===== src/rtl/fetch_if.sv =====
// ---------------------------------------------------------------------------
// fetch_if
//   Bundles every signal between the fetch stage and its neighbours:
//   - hazard and redirect controls from the hazard unit and the ID stage;
//   - the instruction memory read path;
//   - the IF/ID pipeline register handed on to decode.
//   The slave modport is the fetch stage. The master modport is whatever
//   surrounds it: the pipeline, or a testbench.
//
//   stall           master->slave  hold PC and IF/ID this cycle
//   branch_taken    master->slave  redirect PC to branch_target
//   branch_target   master->slave  branch destination byte address
//   jump_en         master->slave  redirect PC to jump_target
//   jump_target     master->slave  jump destination byte address
//   imem_instr      master->slave  instruction word at the current pc
//   pc              slave->master  current PC / instruction memory address
//   if_id_instr     slave->master  registered instruction to decode
//   if_id_pc_plus2  slave->master  registered PC+2 of that instruction
//   if_id_valid     slave->master  1 = real instruction, 0 = bubble
//   fetch_count     slave->master  number of valid instructions captured
// ---------------------------------------------------------------------------
interface fetch_if;
  logic        stall;
  logic        branch_taken;
  logic [15:0] branch_target;
  logic        jump_en;
  logic [15:0] jump_target;
  logic [15:0] imem_instr;
  logic [15:0] pc;
  logic [15:0] if_id_instr;
  logic [15:0] if_id_pc_plus2;
  logic        if_id_valid;
  logic [15:0] fetch_count;

  modport master (
    output stall, branch_taken, branch_target, jump_en, jump_target, imem_instr,
    input  pc, if_id_instr, if_id_pc_plus2, if_id_valid, fetch_count
  );

  modport slave (
    input  stall, branch_taken, branch_target, jump_en, jump_target, imem_instr,
    output pc, if_id_instr, if_id_pc_plus2, if_id_valid, fetch_count
  );
endinterface


===== src/rtl/fetch_stage.sv =====
// ---------------------------------------------------------------------------
// fetch_stage
//   Instruction-fetch stage of the 16-bit MIPS pipeline.
//   - Owns the program counter and drives it as the instruction memory
//     address. Addresses are byte addresses and always halfword-aligned.
//   - Captures the instruction returned by memory into the IF/ID register.
//   - Holds the PC and IF/ID on a stall.
//   - Redirects on a jump or a taken branch, and flushes the wrong-path
//     instruction.
//
//   Ports:
//     clk    rising-edge clock
//     rst_n  asynchronous active-low reset
//     fif    fetch_if.slave. Carries the stall and redirect controls, the
//            imem read data, the pc, the IF/ID register and fetch_count.
//
//   Parameters:
//     RESET_PC   PC loaded on reset
//     NOP_INSTR  instruction injected into IF/ID on flush and on reset
// ---------------------------------------------------------------------------
module fetch_stage #(
  parameter logic [15:0] RESET_PC  = 16'h0000,
  parameter logic [15:0] NOP_INSTR = 16'h0000
) (
  input logic   clk,
  input logic   rst_n,
  fetch_if.slave fif
);

  logic [15:0] pc_q,          pc_d;
  logic [15:0] instr_q,       instr_d;
  logic [15:0] pc_plus2_q,    pc_plus2_d;
  logic        valid_q,       valid_d;
  logic [15:0] fetch_count_q, fetch_count_d;

  logic [15:0] pc_inc;

  // Natural 16-bit wrap takes 16'hFFFE to 16'h0000.
  assign pc_inc = pc_q + 16'd2;

  always_comb begin
    // NOTE: every output of this block is given a default before any branch,
    // so no path leaves a signal unassigned and no latch is inferred.
    pc_d          = pc_q;
    instr_d       = instr_q;
    pc_plus2_d    = pc_plus2_q;
    valid_d       = valid_q;
    fetch_count_d = fetch_count_q;

    if (fif.jump_en || fif.branch_taken) begin
      // A jump outranks a branch. Either redirect beats a stall, because the
      // instruction being held is on the wrong path anyway.
      pc_d       = fif.jump_en ? {fif.jump_target[15:1], 1'b0}
                               : {fif.branch_target[15:1], 1'b0};
      instr_d    = NOP_INSTR;
      pc_plus2_d = 16'h0000;
      valid_d    = 1'b0;
    end else if (!fif.stall) begin
      pc_d          = pc_inc;
      instr_d       = fif.imem_instr;
      pc_plus2_d    = pc_inc;
      valid_d       = 1'b1;
      fetch_count_d = fetch_count_q + 16'd1;
    end
  end

  // NOTE: state registers use non-blocking assignments only. All flops then
  // update together at the edge, whatever order the processes are evaluated in.
  always_ff @(posedge clk or negedge rst_n) begin
    if (!rst_n) begin
      pc_q          <= RESET_PC;
      instr_q       <= NOP_INSTR;
      pc_plus2_q    <= 16'h0000;
      valid_q       <= 1'b0;
      fetch_count_q <= 16'h0000;
    end else begin
      pc_q          <= pc_d;
      instr_q       <= instr_d;
      pc_plus2_q    <= pc_plus2_d;
      valid_q       <= valid_d;
      fetch_count_q <= fetch_count_d;
    end
  end

  assign fif.pc             = pc_q;
  assign fif.if_id_instr    = instr_q;
  assign fif.if_id_pc_plus2 = pc_plus2_q;
  assign fif.if_id_valid    = valid_q;
  assign fif.fetch_count    = fetch_count_q;

endmodule

===== src/flat_wrapper.sv =====
// flat-port wrapper written by rule: the top's interface ports become plain ports
module fetch_stage_flat 
#(
  parameter logic [15:0] RESET_PC  = 16'h0000,
  parameter logic [15:0] NOP_INSTR = 16'h0000
)
  (clk, rst_n, fif_stall, fif_branch_taken, fif_branch_target, fif_jump_en, fif_jump_target, fif_imem_instr, fif_pc, fif_if_id_instr, fif_if_id_pc_plus2, fif_if_id_valid, fif_fetch_count);
  fetch_if fif_i ();
  input logic clk;
  input logic rst_n;
  input wire logic [$bits(fif_i.stall)-1:0] fif_stall;
  input wire logic [$bits(fif_i.branch_taken)-1:0] fif_branch_taken;
  input wire logic [$bits(fif_i.branch_target)-1:0] fif_branch_target;
  input wire logic [$bits(fif_i.jump_en)-1:0] fif_jump_en;
  input wire logic [$bits(fif_i.jump_target)-1:0] fif_jump_target;
  input wire logic [$bits(fif_i.imem_instr)-1:0] fif_imem_instr;
  output wire logic [$bits(fif_i.pc)-1:0] fif_pc;
  output wire logic [$bits(fif_i.if_id_instr)-1:0] fif_if_id_instr;
  output wire logic [$bits(fif_i.if_id_pc_plus2)-1:0] fif_if_id_pc_plus2;
  output wire logic [$bits(fif_i.if_id_valid)-1:0] fif_if_id_valid;
  output wire logic [$bits(fif_i.fetch_count)-1:0] fif_fetch_count;
  assign fif_i.stall = fif_stall;
  assign fif_i.branch_taken = fif_branch_taken;
  assign fif_i.branch_target = fif_branch_target;
  assign fif_i.jump_en = fif_jump_en;
  assign fif_i.jump_target = fif_jump_target;
  assign fif_i.imem_instr = fif_imem_instr;
  assign fif_pc = fif_i.pc;
  assign fif_if_id_instr = fif_i.if_id_instr;
  assign fif_if_id_pc_plus2 = fif_i.if_id_pc_plus2;
  assign fif_if_id_valid = fif_i.if_id_valid;
  assign fif_fetch_count = fif_i.fetch_count;
  fetch_stage #(.RESET_PC(RESET_PC), .NOP_INSTR(NOP_INSTR)) u_core (.clk(clk), .rst_n(rst_n), .fif(fif_i));
endmodule

===== config.mk =====
export PLATFORM = sky130hd
export DESIGN_NAME = fetch_stage_flat
export DESIGN_NICKNAME = d
export VERILOG_FILES = /design/src/rtl/fetch_if.sv /design/src/rtl/fetch_stage.sv /design/src/flat_wrapper.sv
export SDC_FILE = /design/constraint.sdc
export NUM_CORES = 1
export LEC_CHECK = 0
export BUFFER_PORTS_ARGS = -buffer_cell sky130_fd_sc_hd__buf_2
export CORE_AREA = 5 5 90 92
export DETAILED_ROUTE_END_ITERATION = 7
export DIE_AREA = 0 0 95 97
export GPL_TIMING_DRIVEN = 1
export MAX_ROUTING_LAYER = met4
export PLACE_DENSITY = 0.75
export REMOVE_ABC_BUFFERS = 1
export SYNTH_ARGS = -nofsm -noshare
export SYNTH_HDL_FRONTEND = slang
export SYNTH_SLANG_ARGS = --single-unit

===== constraint.sdc =====
create_clock -name clk -period 1.8 [get_ports clk]
set_clock_uncertainty 0.2 [all_clocks]
set_input_delay 0.36 -clock clk [delete_from_list [all_inputs] [get_ports clk]]
set_output_delay 0.36 -clock clk [all_outputs]
set_load 0.01 [all_outputs]

==> flow_metrics.py, run 1 <==
metrics = {
    "outcome": {
        "outcome": "complete, but fails checks",
        "failed_checks": "negative setup slack",
    },
    "cells_and_area": {
        "fin_cells": 568,
        "multi_input_area_um2": 1490,
        "syn_to_final_growth_pct": 39.43,
        "finalNetCount": 519,
        "fillers": 651,
        "drive_above_1_share_pct": 39.61,
        "register_area_um2": 1578,
    },
    "worst_setup_path": {
        "critPathMaxFanout": 3,
        "critical_path.slowest_cell": "or4b_4",
        "slowest_delay_ns": 0.50,
        "cp_top_family": "simple AND/OR/NAND/NOR gates",
        "arrival_ns": 1.86,
        "required_ns": 1.82,
        "worstPathBufferInverterCount": 1,
        "endpoint_kind": "flop",
        "cp-start-kind": "flop",
        "crit_type": "flop to flop",
        "path_cells": "ha_1 > or4b_4 > buf_6 > nor2_4 > nand4_1 > xnor2_1",
    },
    "sta": {
        "report.final.slew_viol_count": 0,
        "fin_tns_setup_ns": -0.04006,
        "setup_viol": 1,
        "hold_viol": 0,
        "setup_ws_ns": -0.04006,
        "min_period_ns": 1.840,
        "finalCritPeriodShare_pct": 102.2,
        "rsz0062_at_grt": "yes",
        "fmax_mhz": 543.5,
    },
    "yosys": {
        "synth_top_flop_cell": "dfrtp_1",
        "synth_edf_count": 0,
        "synth_area_um2": 3090,
        "synth.yosys.seq_area_share_pct": 51.01,
        "async_flop_share_pct": 100.0,
        "ys_ff_latch": 63,
        "postSynthAreaPerCell_um2": 9.874,
        "synth_largest_area_cell": "dfrtp_1",
        "syn_inst": 313,
        "synthDistinctLibCells": 41,
        "synth_top_area_share_pct": 51.01,
        "synthTopCellsByCount": "dfrtp_1 (63), nor2_1 (38), nand2_1 (34)",
        "yosysMostFrequentCell": "dfrtp_1",
        "yosys_warnings": 0,
        "synthTopCellsByArea": "dfrtp_1 (51%), mux2i_1 (6.8%), xnor2_1 (5.7%), nor2_1 (4.6%), nand2_1 (4.1%)",
    },
    "power": {
        "power_frac_comb_pct": 23.5,
        "p_int_w": 0.002471,
        "clock_power_share_pct": 30.5,
        "seqPwrFrac_pct": 45.9,
        "power.switching_w": 0.001049,
        "power_switching_share_pct": 29.80,
        "p_leak_nw": 2.218,
        "peakVddDrop_uv": 403.5,
        "power.density_nw_per_um2": 816.8,
    },
    "job": {
        "maxCapViolCount": 0,
    },
    "clocking": {
        "cts-buffers-inserted": 9,
        "htree_levels": 3,
        "cts_buffer_depth": 2,
        "root_buffer": "clkbuf_8",
        "clock-sinks": 63,
        "clk_pin_slew_ns": 0.07,
        "cts_tree": "yes",
        "clk_latency_ns": 0.33,
    },
    "die": {
        "die_x_um": 95,
        "io_pins": 118,
        "die_area_um2": 9215,
        "core_area_um2": 7137,
        "die_h_um": 97,
        "rows": 31,
        "initial_core_util_pct": 43.30,
    },
    "detailed_routing": {
        "drt-total-wl_um": 8670,
        "drt_pre_antenna_iters": 5,
        "vias": 2945,
        "wl_per_cell_um": 15.26,
        "drc": 0,
        "ant_nets": 0,
        "first_iter_violations": 186,
        "viasPerCell": 5.185,
    },
    "global_routing": {
        "grt_pass1_vias": 3120,
        "antenna_found_initial": 2,
        "grt-ovfl-total": 0,
        "grtUsageTotal_pct": 20.27,
        "grt_pass1_wl_um": 14550,
        "grt_max_degree": 64,
    },
    "placed_design": {
        "place.gp.congestion": 0.7891,
        "io_buffers": 113,
        "dpl.cell_count": 543,
        "dp_hpwl_um": 6318,
    },
    "min_path": {
        "holdCritPathClass": "primary input to flop",
    },
}
==> sequential cells by signal (all words and copies together), names as in the netlist <==
name,cells
u_core.fif.fetch_count,16
u_core.fif.if_id_instr,16
u_core.fif.if_id_pc_plus2,15
u_core.fif.pc,15
u_core.fif.if_id_valid,1
==> repair_timing <==
action / CTS / global route
hold endpoints to repair: 63 / 0
setup buffers: 3 / 5
setup endpoints to repair: 8 / 18
hold buffers: 1 / 0
pin swaps: 5 / 5
gates resized for setup: 6 / 9
==> tightest hold or removal path, delay by kind of cell <==
| family | cells | cell delay (ns) |
|---|---|---|
| AO/OA/AOI/OAI | 1 | 0.06 |
| buffers and inverters | 1 | 0.07 |
| AND/OR/NAND/NOR | 1 | 0.04 |
==> cell families (layout without fill, tap and decap cells) <==
family          count (synthesis)  in the layout  synth area share (%)
compound gates                 52             52                 10.16
mux                            22             22                 7.166
other cells                     1              4                0.1213
simple gates                  119            119                 18.91
flops                          63             63                 51.01
buf+inv                        24            177                 3.319
fa+ha+maj                       2              2                0.8096
xor+xnor                       30             30                 8.502
==> placed cells by master (no fill, tap or decap), types with 2 or more instances in the layout <==
cell type  netlist  layout
or2_2            2       2
nand2_1         34      33
nand3_1         11      10
diode_2          0       2
ha_1             2       2
a21oi_1         21      21
or3_1            2       2
nor4_2           1       2
o221ai_1         8       8
and2_1           2       2
a211oi_1         2       2
nor4_4           1       4
mux2i_1         21      21
nor2_1          38      37
o21ai_0         15      15
dfrtp_1         63      62
a22oi_1          2       2
xnor2_1         20      20
buf_6            0       2
buf_4            2      42
nor3_1           6       6
and3_1           2       2
nor4_1           8       4
clkbuf_1        11       2
clkbuf_8         0      11
conb_1           1       2
nand4_1          5       5
inv_1            4       4
xor2_1          10      10
buf_2            3     113
==> stage by stage <==
step / util (%) / total power (W) / cell area (um2) / worst slack, ns / hold slack, ns
2_1_floorplan: - / 0.001967 / 3007 / -0.1492 / -0.1356
6_report: 60.38 / 0.003520 / 4309 / -0.04006 / 0.04545
3_5_place_dp: 55.86 / 0.002411 / 3986 / -0.2160 / 0.2029
5_1_grt: 60.38 / 0.003730 / 4309 / -0.1145 / 0.04360
4_1_cts: 59.01 / 0.003514 / 4212 / -0.04621 / 0.03154
3_3_place_gp: 55.86 / 0.002386 / 3986 / -0.1628 / 0.2042
==> final timing paths <==
check | start | end | slack (ns) | cells past startpoint
min | fif_jump_target[6] | u_core.fif.pc[6] | 0.05 | 3
max reg2reg | u_core.fif.fetch_count[0] | u_core.fif.fetch_count[6] | -0.04 | 6
max in group asynchronous | rst_n | u_core.fif.pc[3] | 0.74 | 3
min in group asynchronous | rst_n | u_core.fif.fetch_count[12] | 0.37 | 3
max | u_core.fif.fetch_count[0] | u_core.fif.fetch_count[6] | -0.04 | 6
min reg2reg | u_core.fif.fetch_count[15] | u_core.fif.fetch_count[15] | 0.27 | 1
==> power groups by stage <==
stage	clock (W)	combinational [W]	sequential (W)
2_1_floorplan	0	0.000254	0.00171
3_3_place_gp	0	0.000756	0.00163
3_5_place_dp	0	0.000775	0.00164
4_1_cts	0.00110	0.000798	0.00161
5_1_grt	0.00117	0.000927	0.00163
6_report	0.00107	0.000828	0.00162
==> cell type report <==
class,count,share of cell area [%]
Tap cell,99,2.875
Clock buffer,13,3.688
Clock inverter,1,0.1161
Sequential cell,63,36.61
Antenna cell,2,0.1161
Timing Repair Buffer,159,21.66
Multi-Input combinational cell,227,34.58
Inverter,4,0.3484
==> routing by layer <==
metal | GRT usage, % | routed length, um | vias up
met1 | 25.66 | 3880 | 1435
met4 | 7.436 | 156 | 0
met5 | - | 0 | -
li1 | - | - | 1389
met3 | 5.275 | 633 | 13
met2 | 31.13 | 4000 | 108
Power figures use the tool's default switching activity.
==> inputs of run 2 (changes only) <==
--- a/config.mk
+++ b/config.mk
@@ -13,6 +13,7 @@
 export MAX_ROUTING_LAYER = met4
 export PLACE_DENSITY = 0.75
 export REMOVE_ABC_BUFFERS = 1
+export SKIP_CTS_REPAIR_TIMING = 1
 export SYNTH_ARGS = -nofsm -noshare
 export SYNTH_HDL_FRONTEND = slang
 export SYNTH_SLANG_ARGS = --single-unit
==> run 2 against run 1 <==
Cell count is the same. Clock power is essentially flat. First-iteration DRC count shrank 12%. Critical path type unchanged. Combinational power grew 0.5%. Count of clock-buffer cells in the layout is the same. Non-clock buffer count is the same. Setup slack gained 0.0051 ns. Via count grew 0.10%. Flip-flop and latch count is the same. Die area is the same. Design area is essentially flat. Wire length is the same. The flow still finishes with violations (negative setup slack).
==> flow_metrics.py, run 2 (synthesis gave the netlist of run 1 again) <==
metrics = {
    "outcome": {
        "outcome": "complete, but fails checks",
        "failed_checks": "negative setup slack",
    },
    "die": {
        "die_x_um": 95,
        "die_area_um2": 9215,
        "core_area_um2": 7137,
        "rows": 31,
        "die_h_um": 97,
        "io_pins": 118,
        "initial_core_util_pct": 43.30,
    },
    "cells_and_area": {
        "final_cell_area_um2": 4312,
        "fillers": 642,
        "register_area_um2": 1578,
        "finalNetCount": 519,
        "multi_input_area_um2": 1493,
        "final_cell_mix": "buf_2 (113), dfrtp_1 (62), buf_4 (42), nor2_1 (37), nand2_1 (33)",
        "drive_above_1_share_pct": 39.83,
        "fin_util_pct": 60.41,
        "syn_to_final_growth_pct": 39.51,
        "final_common_cell": "buf_2",
    },
    "placed_design": {
        "dp_hpwl_um": 6318,
        "place.gp.congestion": 0.7891,
        "place_ws_ns": -0.2160,
        "io_buffers": 113,
        "place_area_um2": 3986,
    },
    "detailed_routing": {
        "drt-total-wl_um": 8670,
        "wl_per_cell_um": 15.26,
        "viasPerCell": 5.190,
        "first_iter_violations": 163,
        "drt_pre_antenna_iters": 5,
        "ant_nets": 0,
        "drc": 0,
        "route.met3.wl_um": 578,
        "topRoutingLayerUsed": "met4",
        "met1_length_um": 3917,
        "wl_met2_um": 4023,
        "vias": 2948,
    },
    "worst_setup_path": {
        "endpoint_kind": "flop",
        "slowest_delay_ns": 0.50,
        "required_ns": 1.82,
        "cp-start-kind": "flop",
        "critPathMaxFanout": 3,
        "path_cells": "ha_1 > or4b_4 > buf_6 > nor2_4 > nand4_1 > xnor2_1",
        "arrival_ns": 1.85,
        "critical_path.slowest_cell": "or4b_4",
        "crit_type": "flop to flop",
    },
    "clocking": {
        "clock-sinks": 63,
        "htree_levels": 3,
        "cts_buffer_depth": 2,
        "clk_pin_slew_ns": 0.07,
        "cts_tree": "yes",
        "cts-buffers-inserted": 9,
        "root_buffer": "clkbuf_8",
        "clk_latency_ns": 0.33,
    },
    "global_routing": {
        "grt-ovfl-total": 0,
        "grt_pass1_vias": 3086,
        "grt_max_degree": 64,
        "antenna_found_initial": 2,
        "grtUsageTotal_pct": 20.04,
        "grt_pass1_wl_um": 14370,
    },
    "sta": {
        "setup_viol": 1,
        "finalCritPeriodShare_pct": 101.9,
        "rsz0062_at_grt": "yes",
        "hold_viol": 0,
        "min_period_ns": 1.835,
        "report.final.slew_viol_count": 0,
        "fmax_mhz": 545.0,
        "setup_ws_ns": -0.03495,
        "hold_slack_ns": 0.04378,
    },
    "job": {
        "maxCapViolCount": 0,
    },
    "power": {
        "p_leak_nw": 2.217,
        "power.density_nw_per_um2": 818.2,
        "peakVddDrop_uv": 416.3,
    },
    "min_path": {
        "holdCritPathClass": "primary input to flop",
    },
}
run 2: worst paths after layout:
| check | from | end | slack (ns) | depth (start not counted) |
|---|---|---|---|---|
| max reg2reg | u_core.fif.fetch_count[0] | u_core.fif.fetch_count[6] | -0.03 | 6 |
| min | fif_jump_target[6] | u_core.fif.pc[6] | 0.04 | 3 |
| max in group asynchronous | rst_n | u_core.fif.pc[3] | 0.74 | 3 |
| max | u_core.fif.fetch_count[0] | u_core.fif.fetch_count[6] | -0.03 | 6 |
| min reg2reg | u_core.fif.fetch_count[15] | u_core.fif.fetch_count[15] | 0.27 | 1 |
| min in group asynchronous | rst_n | u_core.fif.fetch_count[12] | 0.37 | 3 |
run 2: report_power, final:
group | internal (W) | switching (W) | total (W) | leakage [nW]
registers | 0.00152 | 0.0000943 | 0.00162 | 0.834
logic | 0.000392 | 0.000440 | 0.000832 | 1.30
clock network | 0.000559 | 0.000518 | 0.00108 | 0.0854
total | 0.00247 | 0.00105 | 0.00353 | 2.22
run 2: critical path, delay by kind of cell (launching register included):
family	cells	cell delay [ns]
and+or+nand+nor	3	0.71
DFF	1	0.36
adders and majority gates	1	0.15
buffers and inverters	1	0.15
xor gates and xnor gates	1	0.15
run 2: metal layers:
metal | global-route usage, % | vias up
li1 | - | 1390
met1 | 25.46 | 1446
met2 | 30.53 | 99
met3 | 5.353 | 13
met4 | 7.436 | 0
met5 | - | -
run 2: cell type report:
class,instances,area share (%)
diodes,2,0.1161
clock buffers,13,3.685
clock inverters,1,0.1161
inverters,4,0.3482
multi-input cells,227,34.62
flip-flops and latches,63,36.59
well taps,99,2.873
repair buffers,159,21.65
run 2: stage by stage:
| stage | total power [W] | setup TNS [ns] | cells |
|---|---|---|---|
| 2_1_floorplan | 0.001967 | -0.3019 | 294 |
| 3_5_place_dp | 0.002411 | -2.088 | 543 |
| 5_1_grt | 0.003734 | -0.3467 | 568 |
| 6_report | 0.003528 | -0.03495 | 568 |
| 3_3_place_gp | 0.002386 | -1.239 | 543 |
| 4_1_cts | 0.003495 | -0.6874 | 557 |
